$ cat config.mk
export PLATFORM = sky130hd
export DESIGN_NAME = vend_controller
export DESIGN_NICKNAME = d
export VERILOG_FILES = /design/src/rtl/vend_controller.sv
export SDC_FILE = /design/constraint.sdc
export NUM_CORES = 1
export LEC_CHECK = 0
export ABC_AREA = 0
export CORE_MARGIN = 2
export CORE_UTILIZATION = 50
export CTS_CLUSTER_DIAMETER = 40
export DETAILED_ROUTE_END_ITERATION = 8
export PLACE_DENSITY = 0.74
export SLEW_MARGIN = 20
export SYNTH_ARGS = -nofsm -noshare
export SYNTH_HDL_FRONTEND = slang
export SYNTH_SLANG_ARGS = --single-unit
$ cat constraint.sdc
create_clock -name clk -period 3.1 [get_ports clk]
set_clock_uncertainty 0.1 [all_clocks]
set_input_delay 0.31 -clock clk [delete_from_list [all_inputs] [get_ports clk]]
set_output_delay 0.31 -clock clk [all_outputs]
set_load 0.03 [all_outputs]
$ cat src/rtl/vend_controller.sv
// Vending controller: collects coins, dispenses products A or B, and returns change one unit at a time.
// All outputs are registered. state_dbg exposes the FSM state (0 idle, 1 collect, 2 vend, 3 change).
module vend_controller #(
    parameter int PRICE_A    = 3,
    parameter int PRICE_B    = 4,
    parameter int MAX_CREDIT = 6,
    parameter int TIMEOUT    = 20
) (
    input  logic       clk,
    input  logic       rst,
    input  logic [1:0] coin,
    input  logic [1:0] sel,
    input  logic       vend_ack,
    input  logic       chg_ready,
    output logic       vend_req,
    output logic [1:0] vend_id,
    output logic       chg_valid,
    output logic [3:0] credit,
    output logic       coin_reject,
    output logic       sel_nack,
    output logic       busy,
    output logic [1:0] state_dbg
);

    // Dispenser handshake: vend_req/vend_id stay stable until vend_ack is seen high while
    // vend_req is high. Change handshake: one unit moves on every cycle where chg_valid and
    // chg_ready are both high.
    localparam logic [1:0] S_IDLE    = 2'd0;
    localparam logic [1:0] S_COLLECT = 2'd1;
    localparam logic [1:0] S_VEND    = 2'd2;
    localparam logic [1:0] S_CHANGE  = 2'd3;
    localparam int TW = $clog2(TIMEOUT + 1);

    logic [1:0]    state_q, state_d;
    logic [3:0]    credit_q, credit_d;
    logic [TW-1:0] tmr_q, tmr_d;
    logic          vend_req_q, vend_req_d;
    logic [1:0]    vend_id_q, vend_id_d;
    logic          chg_valid_q, chg_valid_d;
    logic          coin_reject_q, coin_reject_d;
    logic          sel_nack_q, sel_nack_d;
    logic          busy_q, busy_d;

    logic          coin_add, cancel, sel_ok, idle_cycle;
    logic [3:0]    price;
    logic [4:0]    coin_sum;

    always_comb begin
        coin_add      = (coin == 2'b01) || (coin == 2'b10);
        cancel        = (coin == 2'b11);
        sel_ok        = (sel == 2'b01) || (sel == 2'b10);
        price         = (sel == 2'b01) ? 4'(PRICE_A) : 4'(PRICE_B);
        coin_sum      = {1'b0, credit_q} + {3'b000, coin};
        idle_cycle    = 1'b0;
        state_d       = state_q;
        credit_d      = credit_q;
        tmr_d         = '0;
        vend_req_d    = vend_req_q;
        vend_id_d     = vend_id_q;
        coin_reject_d = 1'b0;
        sel_nack_d    = 1'b0;

        case (state_q)
            S_IDLE, S_COLLECT: begin
                if ((state_q == S_COLLECT) && cancel) begin
                    state_d = (credit_q != 4'd0) ? S_CHANGE : S_IDLE;
                end else if (sel_ok) begin
                    // A selection always wins over a same-cycle coin insert.
                    coin_reject_d = coin_add;
                    if (credit_q < price) begin
                        sel_nack_d = 1'b1;
                    end else if (state_q == S_COLLECT) begin
                        credit_d   = credit_q - price;
                        vend_req_d = 1'b1;
                        vend_id_d  = sel;
                        state_d    = S_VEND;
                    end
                end else if (coin_add) begin
                    if (coin_sum <= 5'(MAX_CREDIT)) begin
                        credit_d = coin_sum[3:0];
                        state_d  = S_COLLECT;
                    end else begin
                        coin_reject_d = 1'b1;
                        idle_cycle    = 1'b1;
                    end
                end else begin
                    idle_cycle = 1'b1;
                end

                if (idle_cycle && (state_q == S_COLLECT)) begin
                    if (tmr_q == TW'(TIMEOUT - 1)) begin
                        state_d = (credit_q != 4'd0) ? S_CHANGE : S_IDLE;
                    end else begin
                        tmr_d = tmr_q + 1'b1;
                    end
                end
            end
            S_VEND: begin
                coin_reject_d = coin_add;
                if (vend_ack) begin
                    vend_req_d = 1'b0;
                    vend_id_d  = 2'b00;
                    state_d    = (credit_q != 4'd0) ? S_CHANGE : S_IDLE;
                end
            end
            default: begin
                coin_reject_d = coin_add;
                if (chg_valid_q && chg_ready) begin
                    credit_d = credit_q - 4'd1;
                    if (credit_q == 4'd1) begin
                        state_d = S_IDLE;
                    end
                end
            end
        endcase

        busy_d      = (state_d == S_VEND) || (state_d == S_CHANGE);
        chg_valid_d = (state_d == S_CHANGE) && (credit_d != 4'd0);
    end

    always_ff @(posedge clk or negedge rst) begin
        if (!rst) begin
            state_q       <= S_IDLE;
            credit_q      <= '0;
            tmr_q         <= '0;
            vend_req_q    <= 1'b0;
            vend_id_q     <= 2'b00;
            chg_valid_q   <= 1'b0;
            coin_reject_q <= 1'b0;
            sel_nack_q    <= 1'b0;
            busy_q        <= 1'b0;
        end else begin
            state_q       <= state_d;
            credit_q      <= credit_d;
            tmr_q         <= tmr_d;
            vend_req_q    <= vend_req_d;
            vend_id_q     <= vend_id_d;
            chg_valid_q   <= chg_valid_d;
            coin_reject_q <= coin_reject_d;
            sel_nack_q    <= sel_nack_d;
            busy_q        <= busy_d;
        end
    end

    assign vend_req    = vend_req_q;
    assign vend_id     = vend_id_q;
    assign chg_valid   = chg_valid_q;
    assign credit      = credit_q;
    assign coin_reject = coin_reject_q;
    assign sel_nack    = sel_nack_q;
    assign busy        = busy_q;
    assign state_dbg   = state_q;

endmodule

Yosys cells after proc, flatten, opt, wreduce, memory -nomap -nowiden:

Index checks and enable logic that the tools add are counted.

* mux-type cells: 50
* equality and inequality tests: 16
* reduce and logical (&&, ||, !) cells: 13
* order comparisons: 2
* add/sub/neg operators: 4

Operator list (count)
* 2-bit two-way mux: 17
* 4-bit two-way mux: 7
* 1-bit two-way mux: 18
* 5-bit two-way mux: 3
* 2-bit == test (second input constant): 6
* 2-bit != test (second input constant): 5
* 2-bit one-hot mux with 2 select lines: 2
* 4-bit one-hot mux with 2 select lines: 1
* 4-bit nonzero test: 2
* 2-bit by 1-bit == test with 1-bit output (second input constant): 3
* 6-bit AND reduction: 1
* 4-bit by 2-bit adder with 5-bit output: 1
* 5-bit by 1-bit adder with 5-bit output (second input constant): 1
* 5-bit == test (second input constant): 1
* 5-bit by 3-bit less-or-equal comparator with 1-bit output (second input constant): 1
* 4-bit by 1-bit == test with 1-bit output (second input constant): 1
* 1-bit logical AND: 4
* 4-bit by 3-bit < comparator with 1-bit output: 1
* 4-bit by 1-bit subtractor with 4-bit output (second input constant): 1
* 4-bit by 3-bit subtractor with 4-bit output: 1
* 1-bit logical OR: 3
* 3-bit two-way mux: 1
* 2-bit zero test: 1
* 1-bit one-hot mux with 2 select lines: 1
* other kinds (2): 2

* logic and storage cells: 94
* input bits: 8
* flip-flop bits (word level): 18

Depth between registers and ports, before layout:

Gate-level depths: netlist (run 1).

* word-level depth: 12
* depth in mapped cells: 11
* gate-level depth less buffers: 11

Least setup slack after synthesis (run 1):

Ideal clock, no wire load.

* path type: register to register
* start: reg credit_q[0] (netlist: credit[0])
* end: reg chg_valid_q (netlist: chg_valid)
* period minus slack after synthesis: 2984 ps
* buffers on the path: 0
* stages on the path, launching flop included: 10
* path slack: 116 ps
* data arrival time: 2758 ps
* data required time: 2874 ps
* cell sequence: dfrtp_1 > ha_1 > inv_1 > fa_1 > xnor2_1 > nand3b_1 > nand3_4 > a41o_1 > or4_1 > o311a_1

* word-level cells in the longest chain between the ends: 12

Ends and longest elaborated chain
* from (decl): RTL line 35 `logic [3:0] credit_q, credit_d;`
* from (signal assigned): RTL line 134 `credit_q <= credit_d;`
* 4-bit by 2-bit adder with 5-bit output: RTL line 53 `coin_sum = {1'b0, credit_q} + {3'b000, coin};`
* 5-bit by 3-bit less-or-equal comparator with 1-bit output: RTL line 79 `if (coin_sum <= 5'(MAX_CREDIT)) begin`
* 1-bit two-way mux: RTL line 79
* 1-bit two-way mux: RTL line 78 `end else if (coin_add) begin`
* 1-bit two-way mux: RTL line 67 `end else if (sel_ok) begin`
* 1-bit two-way mux: RTL line 65 `if ((state_q == S_COLLECT) && cancel) begin`
* 1-bit two-way mux: RTL line 63 `case (state_q)`
* 1-bit logical AND: RTL line 90 `if (idle_cycle && (state_q == S_COLLECT)) begin`
* 2-bit two-way mux: RTL line 90
* 2-bit one-hot mux with 2 select lines: RTL line 63
* 2-bit == test: RTL line 118 `chg_valid_d = (state_d == S_CHANGE) && (credit_d != 4'd0);`
* 1-bit logical AND *: RTL line 118
* via chg_valid_d: RTL line 39 `logic chg_valid_q, chg_valid_d;`
* to (signal assigned): RTL line 138 `chg_valid_q <= chg_valid_d;`
* to (decl): RTL line 39

The timed path passes the listed nets; every way through them passes the cells marked *. The select of a mux whose other input is x is not followed.
A chain may end at the register's enable or synchronous reset.

Worst setup path in the final report (run 1):

* start: in sel[0]
* end: reg chg_valid_q (netlist: chg_valid)

RTL lines
* from (decl): RTL line 12 `input logic [1:0] sel,`
* 2-bit by 1-bit == test with 1-bit output: RTL line 51, 52
* 3-bit two-way mux: RTL line 52 `price = (sel == 2'b01) ? 4'(PRICE_A) : 4'(PRICE_B);`
* 4-bit by 3-bit subtractor with 4-bit output: RTL line 73 `credit_d = credit_q - price;`
* 4-bit two-way mux: RTL line 72 `end else if (state_q == S_COLLECT) begin`
* 4-bit two-way mux: RTL line 70 `if (credit_q < price) begin`
* 4-bit two-way mux *: RTL line 67
* 4-bit two-way mux *: RTL line 65
* 4-bit one-hot mux with 2 select lines *: RTL line 63
* via credit_d[0]: RTL line 35
* 4-bit nonzero test *: RTL line 118
* 1-bit logical AND *: RTL line 118
* via chg_valid_d: RTL line 39

Marks and branches as above.

==> metrics.md, run 1 <==
| Metric | Value |
|---|---|
| CTS sink cnt | 18 |
| XOR/XNOR Fraction of Synth Area | 3.06% |
| Most used flip-flop cell after synthesis | dfrtp_1 |
| Critical Path AT | 3.03 ns |
| Req. time, crit path | between 3 and 4 ns |
| Latest clock arrival within the worst-skew pair | about 0.30 ns |
| VDD IR max | ~0.56 mV |
| Antenna Cells | 0 |
| Initial cell density of the core | roughly 52% |
| First-pass GRT wire length | ~6.6 mm |
| DR iter-0 viols | around 100 |
| Min-delay worst type | in -> async |
| Sum Neg Setup Slack | 0 ns |
| Most frequent cells in the layout | clkdlybuf4s50_1 (20), dfrtp_1 (18), nand2_1 (16) |
| Crit-path cells | clkdlybuf4s50_1 > ha_1 > ha_1 > inv_1 > fa_1 > a211o_2 > buf_4 > a21oi_1 > a21oi_1 > o221ai_1 > nor3_2 > o311a_1 |
| Initial antenna violation count | 0 |
| Routed wire length | 3.96 mm |
| Largest net degree at the start of global routing | 19 |
| Slew headroom | 44.5% |
| Util after Layout | around 66% |
| TritonCTS clock tree | built |
| Path type of the worst setup path | in -> reg |
| Place WS | -0.126 ns |
| Clock root buffer | clkbuf_4 |
| Pre-Repair DR Iteration Count | 4 |
| Main combinational cell family by area after synthesis | simple AND/OR/NAND/NOR gates |
| Reg2Reg Setup Slack | between 0.2 and 0.3 ns |
| Nets | 220 |
| Final setup fails | 0 |
| Actual slew at the worst max-slew pin | 0.830 ns |
| Area post-placement | about 1800 um^2 |
| Worst r2r src | credit[0]$_DFF_PN0_ |
| Max Slew Vio Count | 0 |
| Final hold violations | 0 |
| Netlist area before placement | 1430 um^2 |
| Fraction of layout cells with a size suffix above 1 | roughly an eighth |
| Critical path peak fanout | 3 |
| Max-Cap Viols | 0 |
| Worst setup startpoint | sel[0] |
| Routability cong. | 0.987 |
| Post-synth EDFFs | 0 |
| Clock slew at reported path FFs | roughly 0.11 ns |
| Leading cell type in the layout, fill and taps excluded | clkdlybuf4s50_1 |
| Vert. Die Dim | approximately 57 um |
| Overflow after GRT | 0 |
| Synth Area per Inst | between 8 and 9 um^2 |
| Num CTS Buffers | 3 |
| Ports | 21 |
| Worst R2R End | chg_valid$_DFF_PN0_ |
| Synth cell types | 50 |
| Num rows | 19 |
| Post-route insts no fill | between 200 and 250 |
| Area fraction in compound gates after synthesis | a little over a fifth |
| Post-Place Cells | 225 |
| Die ar. | between 3000 and 4000 um^2 |
| Drt via density | between 6 and 7 |
| Yosys reg bits | 18 |
| PD cells | ~850 nW/um^2 |
| YS warnings | 0 |
| Critical path's slowest cell | clkdlybuf4s50_1 |
| Clk buf depth | 2 |
| Final setup margin | roughly 0.15 ns |
| Via count | between 1000 and 1500 |
| Die extent in x | about 57 um |
| Post-synthesis cell count | 164 |
| GRT Util Overall | 25.8% |
| CP Capture Type | flip-flop |
| Final instance area | 1800 um^2 |
| Final critical-path required period | 2.95 ns |
| # DRC | 0 |
| Outcome | finished, final reports clean |
| Post-synthesis simple-gate area fraction | 24.1% |
| Post-route antenna net violation count | 0 |
| Setup crit end | chg_valid$_DFF_PN0_ |
| Tcrit/Tclk final | between 90% and 100% |
| Area growth syn-to-layout | 25.7% |
| Fraction of synthesized area in multiplexers | 2.10% |
| Worst reg2reg path depth | 11 |
| Fmax | around 340 MHz |
| Hold WS | between 0.3 and 0.4 ns |
| CTS H-Tree Depth | 1 |
| Final total power | approximately 1.5 mW |
| Post-CTS Setup Inserts | 0 |
| Post-Syn Nets | between 150 and 200 |
| Startpoint Class | primary input |
| WL/cell | about 17 um |
| Pleak | 0.772 nW |
| PortBufs | 20 |
| Post-DP HPWL | 2.93 mm |
| Core area | between 2000 and 3000 um^2 |
| Vias in the first global route | around 1400 |
| Synth Area in Adders | around an eighth |
| Post-synthesis sequential area ratio | a little under a third |
| Post-synth ARST share | 100% |
| # fillers | about 230 |
| Slowest stage delay, CP | approximately 0.48 ns |
worst min path at each step:
stage,depth (start not counted),slack (ns),endpoint,from
3_5_place_dp,1,0.37,tmr_q[0]$_DFF_PN0_,tmr_q[0]$_DFF_PN0_
6_report,1,0.38,credit[1]$_DFF_PN0_,rst
5_1_grt,1,0.41,tmr_q[0]$_DFF_PN0_,tmr_q[0]$_DFF_PN0_
3_3_place_gp,1,0.36,tmr_q[0]$_DFF_PN0_,tmr_q[0]$_DFF_PN0_
4_1_cts,1,0.39,tmr_q[0]$_DFF_PN0_,tmr_q[0]$_DFF_PN0_
2_1_floorplan,0,-0.09,busy$_DFF_PN0_,rst
cells in the mapped netlist, types with 2 or more instances:
cell,number,area (um^2)
a31oi_1,4,25.0
o21ai_0,10,50.1
nand2b_1,2,12.5
inv_1,13,48.8
a211oi_1,2,15.0
o32ai_1,2,17.5
nor2_1,9,33.8
fa_1,2,40.0
xor2_1,2,17.5
nor2b_1,3,18.8
a21oi_1,6,30.0
nor3_1,5,25.0
nand3_1,9,45.0
nor3b_1,3,22.5
nor4_1,2,12.5
clkbuf_1,3,11.3
o311a_1,2,20.0
o211ai_1,2,15.0
nand2_1,16,60.1
o22ai_1,2,12.5
mux2i_1,3,30.0
nand4_1,5,31.3
dfrtp_1,18,450
ha_1,11,138
xnor2_1,3,26.3
power breakdown:
part           switching, mW  internal (mW)  total [mW]
clock                 0.0785         0.0716       0.150
combinational          0.530          0.429       0.958
sequential             0.113          0.297       0.410
total                  0.722          0.797        1.52
layout make-up:
class	count	area, um^2	share of cell area (%)
Multi-Input combinational cell	128	910	50.6
Inverter	13	48.8	2.72
Clock buffer	4	36.3	2.02
Tap cell	31	38.8	2.16
Timing Repair Buffer	35	313	17.4
Sequential cell	18	450	25.1
registers in the layout, summed over array words and instances, names as in the netlist:
register     cells
coin_reject      1
tmr_q            5
sel_nack         1
vend_req         1
busy             1
state_dbg        2
credit           4
chg_valid        1
vend_id          2
what timing repair did:
| action | 4_1_cts | 5_1_grt |
|---|---|---|
| setup endpoints to repair | 0 | 2 |
| gates resized for setup | 0 | 2 |
| hold buffers | 0 | 0 |
worst max-delay path, delay by kind of cell:
family	cells	cell delay, ns
buffers and inverters	3	0.68
AND/OR/NAND/NOR	1	0.11
adder cells (fa/ha/maj)	3	0.76
AO/OA/AOI/OAI	5	1.17
cell families after synthesis:
family / after synthesis
xor gates and xnor gates: 5
and+or+nand+nor: 64
muxes: 3
adders and majority gates: 13
DFF: 18
buffers and inverters: 18
AOI/OAI and AO/OA: 43
layer usage:
metal	GRT usage (%)	vias to the layer above	share of wire (%)
li1	-	679	-
met1	36.4	698	41
met2	42.5	80	49
met3	4.31	9	8.7
met4	4.32	0	1.6
met5	0	-	0
(Power assumes the default switching activity.)
==> run 2, diff against run 1 <==
- TNS_END_PERCENT: not set -> 20
==> results of run 2 <==
Final layout, timing and power as in run 1 (identical DEF).
==> run 3, diff against run 2 <==
- CORE_UTILIZATION: 50 -> 35
- PLACE_DENSITY: 0.74 -> not set
==> run 3 against run 2 <==
  * Fmax is 0.51% lower
  * Critical endpoint unchanged
  * Hold slack worse by 0.016 ns
  * First-iteration DRC count grew 43%
  * Combinational power up 2.2%
  * Utilization decreased by 19 points
  * Setup slack worse by 0.015 ns
  * Die area is 40% higher
  * Sequential share of layout area decreased by 0.88 points
  * Sequential power about the same
==> metrics.md, run 3 (synthesis results as in run 1) <==
| Metric | Value |
|---|---|
| Outcome | finished, final reports clean (unchanged) |
| Startpoint Class | primary input (unchanged) |
| Vert. Die Dim | 67.9 um (was 57.5 um) |
| Tcrit/Tclk final | 95.5% (was 95.0%) |
| Req. time, crit path | 3.13 ns (was 3.19 ns) |
| Post-Place Cells | 245 (was 225) |
| Num CTS Buffers | 3 (unchanged) |
| Max-Cap Viols | 0 (unchanged) |
| Drt via density | 5.82 (was 6.40) |
| RSZ-0062 raised after global routing | false |
| Vias in the first global route | 1364 (was 1376) |
| PD cells | 850 nW/um^2 (was 845 nW/um^2) |
| Fraction of layout cells with a size suffix above 1 | 14.1% (was 12.6%) |
| GRT Util Overall | 18.7% (was 25.8%) |
| CP Capture Type | flip-flop (unchanged) |
| CTS sink cnt | 18 (unchanged) |
| Path type of the worst setup path | in -> reg (unchanged) |
| Critical Path AT | 3.00 ns (was 3.03 ns) |
| Clock slew at reported path FFs | 0.07 ns (was 0.11 ns) |
| Final critical-path required period | 2.96 ns (was 2.95 ns) |
| Min-delay worst type | in -> reg (was in -> async) |
| Routability cong. | 0.897 (was 0.987) |
| Largest net degree at the start of global routing | 19 (unchanged) |
| Ports | 21 (unchanged) |
| PortBufs | 20 (unchanged) |
| Largest register FFs | 5 (unchanged) |
| Fmax | 338 MHz (was 339 MHz) |
| Sum Neg Setup Slack | 0 ns (unchanged) |
| Clock root buffer | clkbuf_8 (was clkbuf_4) |
| Via count | 1450 (was 1466) |
| TritonCTS clock tree | built (unchanged) |
| Clk buf depth | 2 (unchanged) |
| # DRC | 0 (unchanged) |
| Post-DP HPWL | 3.15 mm (was 2.93 mm) |
| Post-route insts no fill | 249 (was 229) |
| Die ar. | 4610 um^2 (was 3300 um^2) |
| Slew headroom | 44.6% (was 44.5%) |
| Nets | 221 (was 220) |
| First-pass GRT wire length | 6.56 mm (was 6.61 mm) |
| Num rows | 23 (was 19) |
| Final hold violations | 0 (unchanged) |
| Antenna Cells | 0 (unchanged) |
| Most flop-heavy register | tmr_q (unchanged) |
| Pleak | 0.792 nW (was 0.772 nW) |
| WL/cell | 16.5 um (was 17.3 um) |
| Max Slew Vio Count | 0 (unchanged) |
| Actual slew at the worst max-slew pin | 0.829 ns (was 0.830 ns) |
| Routed wire length | 4.10 mm (was 3.96 mm) |
| Latest clock arrival within the worst-skew pair | 0.25 ns (was 0.30 ns) |
| Overflow after GRT | 0 (unchanged) |
| Die extent in x | 67.9 um (was 57.5 um) |
| Most frequent cells in the layout | clkdlybuf4s50_1 (19), dfrtp_1 (18), nand2_1 (16), buf_4 (16), inv_1 (12) (was clkdlybuf4s50_1 (20), dfrtp_1 (18), nand2_1 (16)) |
| Pre-Repair DR Iteration Count | 4 (unchanged) |
| DR iter-0 viols | 147 (was 103) |
| Critical path peak fanout | 3 (unchanged) |
| Post-CTS Hold Fix Bufs | 0 (unchanged) |
| Post-route antenna net violation count | 0 (unchanged) |
| Initial cell density of the core | 36.0% (was 52.3%) |
| CTS H-Tree Depth | 1 (unchanged) |
| Initial antenna violation count | 0 (unchanged) |
| Area growth syn-to-layout | 30.3% (was 25.7%) |
| Leading cell type in the layout, fill and taps excluded | clkdlybuf4s50_1 (unchanged) |
| Core area | 3970 um^2 (was 2730 um^2) |
| Final setup fails | 0 (unchanged) |
| VDD IR max | 0.331 mV (was 0.564 mV) |
-- run 3: cell count changes in the layout (fill, tap and decap cells not counted), sizes merged --
cell           delta
buf               +1
clkdlybuf4s50     -1
dlymetal6s2s      +1
-- run 3: worst paths after layout --
path | from | endpoint | slack [ns] | cells past startpoint
setup / recovery | sel[1] | chg_valid$_DFF_PN0_ | 0.14 | 12
hold / removal | sel[0] | vend_id[0]$_DFFE_PN0P_ | 0.36 | 3
setup reg to reg | credit[0]$_DFF_PN0_ | chg_valid$_DFF_PN0_ | 0.24 | 10
hold reg to reg | tmr_q[0]$_DFF_PN0_ | tmr_q[0]$_DFF_PN0_ | 0.39 | 1
max in group asynchronous | rst | credit[2]$_DFF_PN0_ | 1.96 | 1
min in group asynchronous | rst | tmr_q[3]$_DFF_PN0_ | 0.43 | 1
-- run 3: critical path, cell delays in order --
cell and delay [ns]:
clkdlybuf4s50_1 0.43, inv_2 0.08, ha_4 0.14, ha_1 0.16
inv_1 0.06, fa_1 0.38, a211o_2 0.36, nand4_1 0.09
o311a_1 0.17, o22ai_1 0.10, or4_1 0.40, o311a_1 0.31
-- run 3: where the power goes --
part           leakage [nW]  switching [mW]  internal, mW  total, mW
combinational         0.544           0.540         0.438      0.979
sequential            0.220           0.114         0.298      0.412
clock                0.0288          0.0794         0.113      0.192
-- run 3: repair_timing --
action                                  4_1_cts  5_1_grt
endpoints found under the setup margin        0        2
setup buffers                                 0        0
resized for setup                             0        6
-- run 3: layout make-up --
class / instances / area [um^2]
clock buffer: 4 / 55.1
multi-input combinational: 128 / 922
sequential: 18 / 450
timing repair buffer: 36 / 323
fill: 376 / 2110
inverter: 13 / 48.8
tap: 50 / 62.6
-- run 3: stage by stage --
step / setup slack, ns / utilization [%] / hold WS (ns) / cell area, um^2 / power, mW
floorplan: 0.116 / - / -0.0856 / 1430 / 0.966
global placement: -0.0709 / 44.9 / 0.357 / 1780 / 1.35
detailed placement: -0.199 / 44.9 / 0.383 / 1780 / 1.37
CTS: 0.0708 / 46.3 / 0.393 / 1840 / 1.57
global route: 0.00704 / 46.9 / 0.400 / 1860 / 1.69
finish: 0.138 / 46.9 / 0.362 / 1860 / 1.58
-- run 3: routing by layer --
layer  wire [um]  vias to the layer above  GRT usage (%)  part of all wire [%]
li1            -                      684              -                     -
met5           0                        -              0                     0
met1        1870                      698           25.7                    45
met3         218                        2           1.48                   5.3
met4          10                        0           2.50                  0.24
met2        2010                       66           33.1                    49
